==> src/rtl/axis2axi_in_if.sv <==
// Bundle of config, stream and AXI4 write-channel signals for the axis2axi_in bridge.
interface axis2axi_in_if #(
    parameter int unsigned AXI_ADDR_W = 32,
    parameter int unsigned AXI_DATA_W = 32,
    parameter int unsigned AXI_LEN_W  = 8,
    parameter int unsigned AXI_ID_W   = 1
);
    localparam int unsigned STRB_W = AXI_DATA_W / 8;

    // job configuration
    logic [AXI_ADDR_W-1:0] config_in_addr_i;
    logic [AXI_ADDR_W-1:0] config_in_length_i;
    logic                  config_in_valid_i;
    logic                  config_in_ready_o;

    // incoming stream
    logic [AXI_DATA_W-1:0] axis_in_data_i;
    logic                  axis_in_valid_i;
    logic                  axis_in_ready_o;

    logic                  error_o;

    // AW channel
    logic [AXI_ADDR_W-1:0] axi_awaddr_o;
    logic [AXI_LEN_W-1:0]  axi_awlen_o;
    logic                  axi_awvalid_o;
    logic                  axi_awready_i;
    logic [AXI_ID_W-1:0]   axi_awid_o;
    logic [2:0]            axi_awsize_o;
    logic [1:0]            axi_awburst_o;
    logic                  axi_awlock_o;
    logic [3:0]            axi_awcache_o;
    logic [2:0]            axi_awprot_o;
    logic [3:0]            axi_awqos_o;

    // W channel
    logic [AXI_DATA_W-1:0] axi_wdata_o;
    logic [STRB_W-1:0]     axi_wstrb_o;
    logic                  axi_wlast_o;
    logic                  axi_wvalid_o;
    logic                  axi_wready_i;

    // B channel
    logic [1:0]            axi_bresp_i;
    logic                  axi_bvalid_i;
    logic                  axi_bready_o;

    // bridge side
    modport master (
        input  config_in_addr_i, config_in_length_i, config_in_valid_i,
        output config_in_ready_o,
        input  axis_in_data_i, axis_in_valid_i,
        output axis_in_ready_o, error_o,
        output axi_awaddr_o, axi_awlen_o, axi_awvalid_o,
        input  axi_awready_i,
        output axi_awid_o, axi_awsize_o, axi_awburst_o, axi_awlock_o,
        output axi_awcache_o, axi_awprot_o, axi_awqos_o,
        output axi_wdata_o, axi_wstrb_o, axi_wlast_o, axi_wvalid_o,
        input  axi_wready_i,
        input  axi_bresp_i, axi_bvalid_i,
        output axi_bready_o
    );

    // environment side: job source, stream source and memory slave
    modport slave (
        output config_in_addr_i, config_in_length_i, config_in_valid_i,
        input  config_in_ready_o,
        output axis_in_data_i, axis_in_valid_i,
        input  axis_in_ready_o, error_o,
        input  axi_awaddr_o, axi_awlen_o, axi_awvalid_o,
        output axi_awready_i,
        input  axi_awid_o, axi_awsize_o, axi_awburst_o, axi_awlock_o,
        input  axi_awcache_o, axi_awprot_o, axi_awqos_o,
        input  axi_wdata_o, axi_wstrb_o, axi_wlast_o, axi_wvalid_o,
        output axi_wready_i,
        output axi_bresp_i, axi_bvalid_i,
        input  axi_bready_o
    );
endinterface

==> src/rtl/axis2axi_in.sv <==
// AXI-Stream to AXI4 write-master bridge: buffers stream words and writes them
// as INCR bursts capped by BURST_SIZE, remaining length and 4KB pages.
module axis2axi_in #(
    parameter int unsigned AXI_ADDR_W = 32,
    parameter int unsigned AXI_DATA_W = 32,
    parameter int unsigned AXI_LEN_W  = 8,
    parameter int unsigned AXI_ID_W   = 1,
    parameter int unsigned BURST_W    = 4
) (
    input  logic          clk_i,
    input  logic          arst_n_i,
    axis2axi_in_if.master bus
);
    localparam int unsigned BURST_SIZE = 1 << BURST_W;
    localparam int unsigned FIFO_DEPTH = 1 << (BURST_W + 1);
    localparam int unsigned PTR_W      = BURST_W + 1;
    localparam int unsigned CNT_W      = BURST_W + 2;
    localparam int unsigned BEAT_W     = BURST_W + 1;

    localparam logic [2:0] S_IDLE   = 3'd0;
    localparam logic [2:0] S_LAUNCH = 3'd1;
    localparam logic [2:0] S_WAIT   = 3'd2;
    localparam logic [2:0] S_ADDR   = 3'd3;
    localparam logic [2:0] S_DATA   = 3'd4;
    localparam logic [2:0] S_RESP   = 3'd5;

    logic [2:0]            state_q, state_d;
    logic [AXI_ADDR_W-1:0] addr_q;
    logic [AXI_ADDR_W-1:0] len_rem_q;
    logic [AXI_ADDR_W-1:0] in_rem_q;
    logic [BEAT_W-1:0]     burst_q;
    logic [AXI_LEN_W-1:0]  awlen_q;
    logic [BEAT_W-1:0]     beat_q;
    logic                  err_q;

    logic [AXI_DATA_W-1:0] mem [FIFO_DEPTH];
    logic [PTR_W-1:0]      wr_ptr_q, rd_ptr_q;
    logic [CNT_W-1:0]      count_q;

    logic                  cfg_ready, aw_valid, b_ready, data_phase;
    logic                  cfg_fire, push, pop, last_beat, fifo_full, fifo_empty, in_ready;
    logic [AXI_ADDR_W-1:0] page_words, lim, len_rem_d;
    logic [BEAT_W-1:0]     burst_calc;

    // Words left on the current 4KB page; no page limit on narrow address buses
    if (AXI_ADDR_W >= 13) begin : g_page
        assign page_words = AXI_ADDR_W'((13'h1000 - {1'b0, addr_q[11:0]}) >> 2);
    end else begin : g_nopage
        assign page_words = AXI_ADDR_W'(BURST_SIZE);
    end

    // Next burst length: min of burst cap, remaining words and page room
    always_comb begin
        lim = AXI_ADDR_W'(BURST_SIZE);
        if (len_rem_q < lim) lim = len_rem_q;
        if (page_words < lim) lim = page_words;
    end
    assign burst_calc = BEAT_W'(lim);

    assign fifo_full  = (count_q == CNT_W'(FIFO_DEPTH));
    assign fifo_empty = (count_q == '0);
    assign in_ready   = (state_q != S_IDLE) && (in_rem_q != '0) && !fifo_full;
    assign cfg_fire   = bus.config_in_valid_i && cfg_ready;
    assign push       = bus.axis_in_valid_i && in_ready;
    assign pop        = data_phase && !fifo_empty && bus.axi_wready_i;
    assign last_beat  = (beat_q == (burst_q - BEAT_W'(1)));
    assign len_rem_d  = (len_rem_q > AXI_ADDR_W'(burst_q)) ? (len_rem_q - AXI_ADDR_W'(burst_q)) : '0;

    // State register
    always_ff @(posedge clk_i or negedge arst_n_i) begin
        if (!arst_n_i) state_q <= S_IDLE;
        else           state_q <= state_d;
    end

    // Next-state and per-state handshake decode
    always_comb begin
        state_d    = state_q;
        cfg_ready  = 1'b0;
        aw_valid   = 1'b0;
        b_ready    = 1'b0;
        data_phase = 1'b0;
        case (state_q)
            S_IDLE: begin
                cfg_ready = 1'b1;
                if (cfg_fire && (bus.config_in_length_i != '0)) state_d = S_LAUNCH;
            end
            S_LAUNCH: state_d = S_WAIT;
            S_WAIT: begin
                if (count_q >= CNT_W'(burst_q)) state_d = S_ADDR;
            end
            S_ADDR: begin
                aw_valid = 1'b1;
                if (bus.axi_awready_i) state_d = S_DATA;
            end
            S_DATA: begin
                data_phase = 1'b1;
                if (pop && last_beat) state_d = S_RESP;
            end
            S_RESP: begin
                b_ready = 1'b1;
                if (bus.axi_bvalid_i) state_d = (len_rem_d == '0) ? S_IDLE : S_LAUNCH;
            end
            default: state_d = S_IDLE;
        endcase
    end

    // Job counters, burst registers and sticky error
    always_ff @(posedge clk_i or negedge arst_n_i) begin
        if (!arst_n_i) begin
            addr_q    <= '0;
            len_rem_q <= '0;
            in_rem_q  <= '0;
            burst_q   <= '0;
            awlen_q   <= '0;
            beat_q    <= '0;
            err_q     <= 1'b0;
        end else begin
            if (cfg_fire) begin
                addr_q    <= bus.config_in_addr_i;
                len_rem_q <= bus.config_in_length_i;
                in_rem_q  <= bus.config_in_length_i;
                err_q     <= 1'b0;
            end
            if (push) in_rem_q <= in_rem_q - AXI_ADDR_W'(1);
            if (state_q == S_LAUNCH) begin
                burst_q <= burst_calc;
                awlen_q <= AXI_LEN_W'(burst_calc - BEAT_W'(1));
                beat_q  <= '0;
            end
            if (pop) beat_q <= beat_q + BEAT_W'(1);
            if (b_ready && bus.axi_bvalid_i) begin
                addr_q    <= addr_q + AXI_ADDR_W'({burst_q, 2'b00});
                len_rem_q <= len_rem_d;
                if (bus.axi_bresp_i != 2'b00) err_q <= 1'b1;
            end
        end
    end

    // FIFO storage; contents are don't-care while the level is zero
    always_ff @(posedge clk_i) begin
        if (push) mem[wr_ptr_q] <= bus.axis_in_data_i;
    end

    // FIFO pointers and level
    always_ff @(posedge clk_i or negedge arst_n_i) begin
        if (!arst_n_i) begin
            wr_ptr_q <= '0;
            rd_ptr_q <= '0;
            count_q  <= '0;
        end else begin
            if (push) wr_ptr_q <= wr_ptr_q + PTR_W'(1);
            if (pop)  rd_ptr_q <= rd_ptr_q + PTR_W'(1);
            case ({push, pop})
                2'b10:   count_q <= count_q + CNT_W'(1);
                2'b01:   count_q <= count_q - CNT_W'(1);
                default: count_q <= count_q;
            endcase
        end
    end

    assign bus.config_in_ready_o = cfg_ready;
    assign bus.axis_in_ready_o   = in_ready;
    assign bus.error_o           = err_q;

    assign bus.axi_awaddr_o  = addr_q;
    assign bus.axi_awlen_o   = awlen_q;
    assign bus.axi_awvalid_o = aw_valid;
    assign bus.axi_awid_o    = AXI_ID_W'(0);
    assign bus.axi_awsize_o  = 3'd2;
    assign bus.axi_awburst_o = 2'd1;
    assign bus.axi_awlock_o  = 1'b0;
    assign bus.axi_awcache_o = 4'd2;
    assign bus.axi_awprot_o  = 3'd2;
    assign bus.axi_awqos_o   = 4'd0;

    assign bus.axi_wdata_o  = mem[rd_ptr_q];
    assign bus.axi_wstrb_o  = '1;
    assign bus.axi_wlast_o  = data_phase && last_beat;
    assign bus.axi_wvalid_o = data_phase && !fifo_empty;

    assign bus.axi_bready_o = b_ready;
endmodule

==> src/flat_wrapper.sv <==
// flat-port wrapper written by rule: the top's interface ports become plain ports
module axis2axi_in_flat 
#(
    parameter int unsigned AXI_ADDR_W = 32,
    parameter int unsigned AXI_DATA_W = 32,
    parameter int unsigned AXI_LEN_W  = 8,
    parameter int unsigned AXI_ID_W   = 1,
    parameter int unsigned BURST_W    = 4
)
  (clk_i, arst_n_i, bus_config_in_addr_i, bus_config_in_length_i, bus_config_in_valid_i, bus_config_in_ready_o, bus_axis_in_data_i, bus_axis_in_valid_i, bus_axis_in_ready_o, bus_error_o, bus_axi_awaddr_o, bus_axi_awlen_o, bus_axi_awvalid_o, bus_axi_awready_i, bus_axi_awid_o, bus_axi_awsize_o, bus_axi_awburst_o, bus_axi_awlock_o, bus_axi_awcache_o, bus_axi_awprot_o, bus_axi_awqos_o, bus_axi_wdata_o, bus_axi_wstrb_o, bus_axi_wlast_o, bus_axi_wvalid_o, bus_axi_wready_i, bus_axi_bresp_i, bus_axi_bvalid_i, bus_axi_bready_o);
  axis2axi_in_if #(.AXI_ADDR_W(AXI_ADDR_W), .AXI_DATA_W(AXI_DATA_W), .AXI_LEN_W(AXI_LEN_W), .AXI_ID_W(AXI_ID_W)) bus_i ();
  input  logic clk_i;
  input  logic arst_n_i;
  input wire logic [$bits(bus_i.config_in_addr_i)-1:0] bus_config_in_addr_i;
  input wire logic [$bits(bus_i.config_in_length_i)-1:0] bus_config_in_length_i;
  input wire logic [$bits(bus_i.config_in_valid_i)-1:0] bus_config_in_valid_i;
  output wire logic [$bits(bus_i.config_in_ready_o)-1:0] bus_config_in_ready_o;
  input wire logic [$bits(bus_i.axis_in_data_i)-1:0] bus_axis_in_data_i;
  input wire logic [$bits(bus_i.axis_in_valid_i)-1:0] bus_axis_in_valid_i;
  output wire logic [$bits(bus_i.axis_in_ready_o)-1:0] bus_axis_in_ready_o;
  output wire logic [$bits(bus_i.error_o)-1:0] bus_error_o;
  output wire logic [$bits(bus_i.axi_awaddr_o)-1:0] bus_axi_awaddr_o;
  output wire logic [$bits(bus_i.axi_awlen_o)-1:0] bus_axi_awlen_o;
  output wire logic [$bits(bus_i.axi_awvalid_o)-1:0] bus_axi_awvalid_o;
  input wire logic [$bits(bus_i.axi_awready_i)-1:0] bus_axi_awready_i;
  output wire logic [$bits(bus_i.axi_awid_o)-1:0] bus_axi_awid_o;
  output wire logic [$bits(bus_i.axi_awsize_o)-1:0] bus_axi_awsize_o;
  output wire logic [$bits(bus_i.axi_awburst_o)-1:0] bus_axi_awburst_o;
  output wire logic [$bits(bus_i.axi_awlock_o)-1:0] bus_axi_awlock_o;
  output wire logic [$bits(bus_i.axi_awcache_o)-1:0] bus_axi_awcache_o;
  output wire logic [$bits(bus_i.axi_awprot_o)-1:0] bus_axi_awprot_o;
  output wire logic [$bits(bus_i.axi_awqos_o)-1:0] bus_axi_awqos_o;
  output wire logic [$bits(bus_i.axi_wdata_o)-1:0] bus_axi_wdata_o;
  output wire logic [$bits(bus_i.axi_wstrb_o)-1:0] bus_axi_wstrb_o;
  output wire logic [$bits(bus_i.axi_wlast_o)-1:0] bus_axi_wlast_o;
  output wire logic [$bits(bus_i.axi_wvalid_o)-1:0] bus_axi_wvalid_o;
  input wire logic [$bits(bus_i.axi_wready_i)-1:0] bus_axi_wready_i;
  input wire logic [$bits(bus_i.axi_bresp_i)-1:0] bus_axi_bresp_i;
  input wire logic [$bits(bus_i.axi_bvalid_i)-1:0] bus_axi_bvalid_i;
  output wire logic [$bits(bus_i.axi_bready_o)-1:0] bus_axi_bready_o;
  assign bus_i.config_in_addr_i = bus_config_in_addr_i;
  assign bus_i.config_in_length_i = bus_config_in_length_i;
  assign bus_i.config_in_valid_i = bus_config_in_valid_i;
  assign bus_config_in_ready_o = bus_i.config_in_ready_o;
  assign bus_i.axis_in_data_i = bus_axis_in_data_i;
  assign bus_i.axis_in_valid_i = bus_axis_in_valid_i;
  assign bus_axis_in_ready_o = bus_i.axis_in_ready_o;
  assign bus_error_o = bus_i.error_o;
  assign bus_axi_awaddr_o = bus_i.axi_awaddr_o;
  assign bus_axi_awlen_o = bus_i.axi_awlen_o;
  assign bus_axi_awvalid_o = bus_i.axi_awvalid_o;
  assign bus_i.axi_awready_i = bus_axi_awready_i;
  assign bus_axi_awid_o = bus_i.axi_awid_o;
  assign bus_axi_awsize_o = bus_i.axi_awsize_o;
  assign bus_axi_awburst_o = bus_i.axi_awburst_o;
  assign bus_axi_awlock_o = bus_i.axi_awlock_o;
  assign bus_axi_awcache_o = bus_i.axi_awcache_o;
  assign bus_axi_awprot_o = bus_i.axi_awprot_o;
  assign bus_axi_awqos_o = bus_i.axi_awqos_o;
  assign bus_axi_wdata_o = bus_i.axi_wdata_o;
  assign bus_axi_wstrb_o = bus_i.axi_wstrb_o;
  assign bus_axi_wlast_o = bus_i.axi_wlast_o;
  assign bus_axi_wvalid_o = bus_i.axi_wvalid_o;
  assign bus_i.axi_wready_i = bus_axi_wready_i;
  assign bus_i.axi_bresp_i = bus_axi_bresp_i;
  assign bus_i.axi_bvalid_i = bus_axi_bvalid_i;
  assign bus_axi_bready_o = bus_i.axi_bready_o;
  axis2axi_in #(.AXI_ADDR_W(AXI_ADDR_W), .AXI_DATA_W(AXI_DATA_W), .AXI_LEN_W(AXI_LEN_W), .AXI_ID_W(AXI_ID_W), .BURST_W(BURST_W)) u_core (.clk_i(clk_i), .arst_n_i(arst_n_i), .bus(bus_i));
endmodule
==> config.mk <==
export PLATFORM = sky130hd
export DESIGN_NAME = axis2axi_in_flat
export DESIGN_NICKNAME = d
export VERILOG_FILES = /design/src/rtl/axis2axi_in_if.sv /design/src/rtl/axis2axi_in.sv /design/src/flat_wrapper.sv
export SDC_FILE = /design/constraint.sdc
export NUM_CORES = 2
export LEC_CHECK = 0
export BUFFER_PORTS_ARGS = -buffer_cell sky130_fd_sc_hd__buf_4
export CAP_MARGIN = 15
export CORE_MARGIN = 3
export CORE_UTILIZATION = 55
export DETAILED_ROUTE_END_ITERATION = 16
export PLACE_DENSITY = 0.69
export SYNTH_ARGS = -nofsm -noshare
export SYNTH_HDL_FRONTEND = slang
export SYNTH_SLANG_ARGS = --single-unit
==> constraint.sdc <==
create_clock -name clk_i -period 7.25 [get_ports clk_i]
set_input_delay 1.45 -clock clk_i [delete_from_list [all_inputs] [get_ports clk_i]]
set_output_delay 1.45 -clock clk_i [all_outputs]
set_load 0.02 [all_outputs]
# Word-level counts from Yosys, hierarchy flattened
# Memory sizes are Yosys's and may differ from the RTL's.
# Index checks and enable logic that the tools add are counted.
[op_classes]
addsub = 11
n_mul = 0
n_div = 0
n_lt_le_gt_ge = 4
eq_ne = 14
shift = 0
muxes = 27
bitwise = 0
reduce_logical = 24
[op_table]
columns = ["cell", "count"]
rows = [
  ["two-way mux 32 bit", 7],
  ["nonzero test 32 bit", 2],
  ["adder 32 x 7 -> 32 bit", 1],
  ["> comparator 32 x 5 -> 1 bit", 1],
  ["zero test 32 bit", 1],
  ["< comparator 30 x 32 -> 1 bit", 1],
  ["< comparator 32 x 5 -> 1 bit (second input constant)", 1],
  ["subtractor 32 x 1 -> 32 bit (second input constant)", 1],
  ["subtractor 32 x 5 -> 32 bit", 1],
  ["case mux 3 bit (6 select lines)", 1],
  ["adder 5 x 1 -> 5 bit (second input constant)", 3],
  ["two-way mux 3 bit", 5],
  ["two-way mux 5 bit", 3],
  ["subtractor 13 x 12 -> 14 bit (first input constant)", 1],
  ["case mux 6 bit (2 select lines)", 1],
  ["logical AND 1 bit", 10],
  ["two-way mux 1 bit", 10],
  ["nonzero test 2 bit", 5],
  ["adder 6 x 1 -> 6 bit (second input constant)", 1],
  ["equality test 3 x 2 -> 1 bit (second input constant)", 2],
  ["equality test 3 bit (second input constant)", 2],
  ["equality test 6 bit (second input constant)", 1],
  ["greater-or-equal comparator 6 x 5 -> 1 bit", 1],
  ["zero test 6 bit", 1],
  ["13 further kinds", 17],
]
[totals]
reg_bits = 134
latch_bits = 0
ramBits = 1024
rom_bits = 0
word_cells = 92
memories = 1
[mem_list]
columns = ["name", "depth", "word_bits", "rd", "rd_ports_with_merged_regs", "write_ports", "line_no", "text"]
rows = [
  ["u_core.mem", 32, 32, 1, 0, 1, "axis2axi_in.sv:36", "logic [AXI_DATA_W-1:0] mem [FIFO_DEPTH];"],
]

# Longest topological paths before layout
[depth]
word_depth = 7
mapped_depth = 23
ltp_nobuf = 22

# Least setup slack after synthesis
# OpenSTA, ideal clock, no wires.
[synth_path]
path_type = "input -> register"
from = "input bus_axis_in_valid_i"
to = "memory u_core.mem[13][0], enable pin"
setup_ns = 0.461
arrival_ns = 4.452
required_ns = 6.789
slack_ns = 2.337
stages = 6
n_path_buf = 2
cell_sequence = "and2_1 -> and2_4 -> buf_6 -> buf_2 -> nand2_1 -> nor3_1"
[synth_via]
elab_chain_cells = 3
[synth_rtl]
columns = ["item", "line_no", "text"]
rows = [
  ["from (decl)", "flat_wrapper.sv:19", "input wire logic [$bits(bus_i.axis_in_valid_i)-1:0] bus_axis_in_valid_i;"],
  ["logical AND 1 bit", "axis2axi_in.sv:64", "assign push = bus.axis_in_valid_i && in_ready;"],
  ["two-way mux 1 bit", "axis2axi_in.sv:141", "if (push) mem[wr_ptr_q] <= bus.axis_in_data_i;"],
  ["two-way mux 1 bit (not written as such)", "axis2axi_in.sv:141", ""],
  ["to (decl)", "axis2axi_in.sv:36", ""],
]
# Every way passes these cells.

# Worst setup path in the final report
[layout_path]
from = "register u_core.rd_ptr_q[1]"
to = "output bus_axi_wdata_o[9]"
[layout_via]
elab_chain_cells = 1
[layout_rtl]
columns = ["item", "line_no", "text"]
rows = [
  ["from (decl)", "axis2axi_in.sv:37", "logic [PTR_W-1:0] wr_ptr_q, rd_ptr_q;"],
  ["from (signal assigned)", "axis2axi_in.sv:152", "if (pop) rd_ptr_q <= rd_ptr_q + PTR_W'(1);"],
  ["memory (32 x 32 bit)", "n/a", ""],
  ["to (decl)", "flat_wrapper.sv:33", "output wire logic [$bits(bus_i.axi_wdata_o)-1:0] bus_axi_wdata_o;"],
]
# Every way passes these cells.

==> summary by stage <==
Power and ir drop
The analysis attributes to cell leakage a power of 17.8 nW. The areal power density over the cells is 368 nW/µm². IR analysis of the VDD net gives a maximum drop of 0.000227 V.

Synth
The share of async-settable or async-resettable flops after synthesis is 11.4%. By instance count, the leading cell after synthesis is edfxtp_1. For this run, the leading register cell type out of synthesis is edfxtp_1. Summing every instance area after synthesis gives 47700 µm². The synthesized design contains 1024 enable-type register cells. edfxtp_1 takes more of the synthesized area than any other cell. The synthesis-stage register bit count is 1156. The sequential area share after synthesis is 71.4%. After synthesis, the cell types taking the most area are edfxtp_1, mux4_2, dfrtp_1.

The synthesized instance count is 2548. The mean area per synthesized cell is 18.7 µm². The count of unique library cells instantiated by Yosys is 72. The fraction of post-synthesis cell area in the top cell type by area is 64.5%. The Yosys step of the flow raised 0 warnings. Counting instances in the post-synthesis netlist gives the leading cell types as edfxtp_1, mux4_2, nand2_1.

Timing
The setup total negative slack is 0 ns. Counting I/O delays and the setup requirement, the final critical path takes 5.25 ns. The slew of the pin with the lowest slew margin is 1.18 ns. Setup violations remaining at the end of the flow were counted as 0. Of the available clock period, the critical path in the final layout requires 72.4%.

The slack of the critical path is 2.00 ns. Static timing analysis puts the maximum clock frequency at 0.191 GHz. The worst pin sits at a relative slew slack of 21.0%.

The final max-slew violation count is 0. The number of hold violations in the final report is 0. Setup repair after global routing left no endpoint under its margin. The worst clock skew is 0.0534 ns.

Global route
The largest net degree at the start of global routing is 86. The combined global-route utilization of all metal layers is 26.4%. The first global-routing pass estimated 175 mm of wire. The number of antenna violations at the first check in global routing came to 5. The number of global-route vias before repair is 26598. The leftover overflow at the end of global routing is 0.

Clocking
The clock net in this run drives a total of 1156 sinks. Clock latency on the worst-skew pair, taken at its later pin, is 0.69 ns. After clock tree synthesis, the repair step resized 0 gates. The buffer cell driving the clock tree root is clkbuf_16. Counting the buffers created by CTS gives 114. The TritonCTS clock tree is done. The total of hold buffers inserted after clock tree synthesis is 0. The H-tree was split into 3 levels. The clock passes through at most 3 buffers. Clock-pin slew was measured on the worst setup and hold paths at 0.06 ns. The buffers inserted during post-CTS setup optimization is 0.

Route
After detailed routing, the average wire length per cell comes to 29.3 µm. The number of remaining DRC errors is 0. The final layout contains routed wiring with a total length of 118 mm. The number of antenna-violating nets in the routed design is 0. The first TritonRoute pass finished after 8 iterations. The number of DRC markers after the initial detailed-route iteration is 3025. The detail-routed via count per cell is 6.47.

Detailed routing inserted a total of 25993 vias.

Critical path
For the worst setup path, the data arrival time is 3.80 ns. At the worst endpoint, the required time is 5.80 ns. The kind of end point of the critical path is a primary output. For flop-to-flop paths, the worst setup slack is 2.11 ns.

STA classifies the critical path startpoint as a register. The start-to-end type of the worst setup path is reg2out. Of all nets on the critical path, the largest fanout is 85.

Die
The region available for standard cell placement spans 85500 µm². The die covers 90200 µm². The die is 300 µm wide.

The initial core utilization is 55.7%. Row generation in the floorplan step produced 107 rows. 206 I/O pins were placed. The die is 300 µm tall.

Finish
Compared with the post-synthesis result, the final layout area differs by 14.1%. Counting the fill cells in the layout gives 5843. The net count of the finished layout is 2926. Of the cells placed in the final design, the portion with a size suffix greater than 1 is 28.5%.

Placed design
Detailed placement ended at an HPWL of 66.1 mm. During placement, the flow inserted port buffers numbering 183. The final weighted congestion in routability-driven placement is 0.882. The setup slack at placement is 2.19 ns.

Hold path
The path category of the worst min-delay check is reg2reg.

Flow run
The count of maximum capacitance violations is 0.

Run status
The run finished with clean final reports.
-- state kept, by name, indices dropped and copies added, names as in the netlist --
name / flops
u_core.count_q: 6
u_core.bus.axi_awaddr_o: 32
u_core.mem: 1024
u_core.state_q: 3
u_core.beat_q: 5
u_core.burst_q: 5
u_core.in_rem_q: 32
u_core.rd_ptr_q: 5
u_core.bus.axi_awlen_o: 6
u_core.bus.error_o: 1
u_core.len_rem_q: 32
u_core.wr_ptr_q: 5
-- layout by cell type (no fill, tap or decap), types with 40 or more instances in the layout --
cell / count
edfxtp_1: 1024
mux4_2: 320
buf_4: 233
nand2_1: 149
dfrtp_1: 127
clkbuf_16: 116
o21ai_0: 78
nor2_1: 72
nor3_1: 48
nand3_1: 45
ha_1: 40
-- cell families after synthesis --
kind of cell | after synthesis | synth area share, %
flip-flops | 1156 | 71.4
other | 2 | 0.0158
AND/OR/NAND/NOR | 487 | 4.97
XOR/XNOR | 49 | 0.900
multiplexers | 355 | 15.9
buffers and inverters | 190 | 1.76
AO/OA/AOI/OAI | 266 | 3.79
adder cells (fa/ha/maj) | 43 | 1.18
-- layer usage --
metal	vias to the layer above	share of wire, %	global-route usage [%]
met2	1284	49	42.5
li1	10891	-	-
met5	-	0.011	0
met4	2	2.8	7.84
met1	13606	40	38.2
met3	210	8.3	4.06
-- power by group --
| part | total, mW | leakage [nW] | internal (mW) | switching [mW] |
|---|---|---|---|---|
| Clock | 5.86 | 1.82 | 3.40 | 2.46 |
| Sequential | 8.53 | 10.9 | 7.89 | 0.644 |
| Combinational | 5.63 | 5.15 | 2.62 | 3.01 |
| Total | 20.0 | 17.8 | 13.9 | 6.12 |
-- cell type report --
class | count | area, µm² | share of cell area (%)
Sequential cell | 1156 | 34100 | 62.6
Timing Repair Buffer | 241 | 1920 | 3.52
Clock buffer | 142 | 3000 | 5.52
Inverter | 37 | 144 | 0.264
Antenna cell | 3 | 7.51 | 0.0138
Tap cell | 1144 | 1430 | 2.63
Multi-Input combinational cell | 1228 | 13100 | 24.1
Clock inverter | 68 | 723 | 1.33
-- path summary, 6_finish.rpt --
kind / cells after the start / to / from
max reg2reg: 21 / u_core.bus.axi_awlen_o[4]$_DFFE_PN0P_ / u_core.bus.axi_awaddr_o[2]$_DFFE_PN0P_
max in group asynchronous: 2 / u_core.rd_ptr_q[2]$_DFFE_PN0P_ / arst_n_i
min: 2 / u_core.bus.error_o$_DFF_PN0_ / u_core.bus.error_o$_DFF_PN0_
max: 5 / bus_axi_wdata_o[9] / u_core.rd_ptr_q[1]$_DFFE_PN0P_
min reg2reg: 2 / u_core.bus.error_o$_DFF_PN0_ / u_core.bus.error_o$_DFF_PN0_
min in group asynchronous: 1 / u_core.in_rem_q[8]$_DFFE_PN0P_ / arst_n_i
-- worst max-delay path, stage by stage (launching register included) --
cell and delay [ns]:
dfrtp_4 1.16, buf_12 0.47, mux4_2 0.41, mux4_2 0.48, mux2_2 0.32, buf_4 0.17
-- per-stage QoR --
stage	cell area, µm²	hold slack [ns]	util, %	total power, mW	instances
after floorplan	47800	0.438	-	12.4	2574
after global placement	50600	0.453	59.2	14.1	3804
after detailed placement	50600	0.459	59.2	14.3	3804
after CTS	54300	0.472	63.5	20.1	4014
after global routing	54400	0.485	63.6	20.9	4018
final	54400	0.472	63.6	20.0	4019
Note: power is estimated with default switching activity, not from simulation.
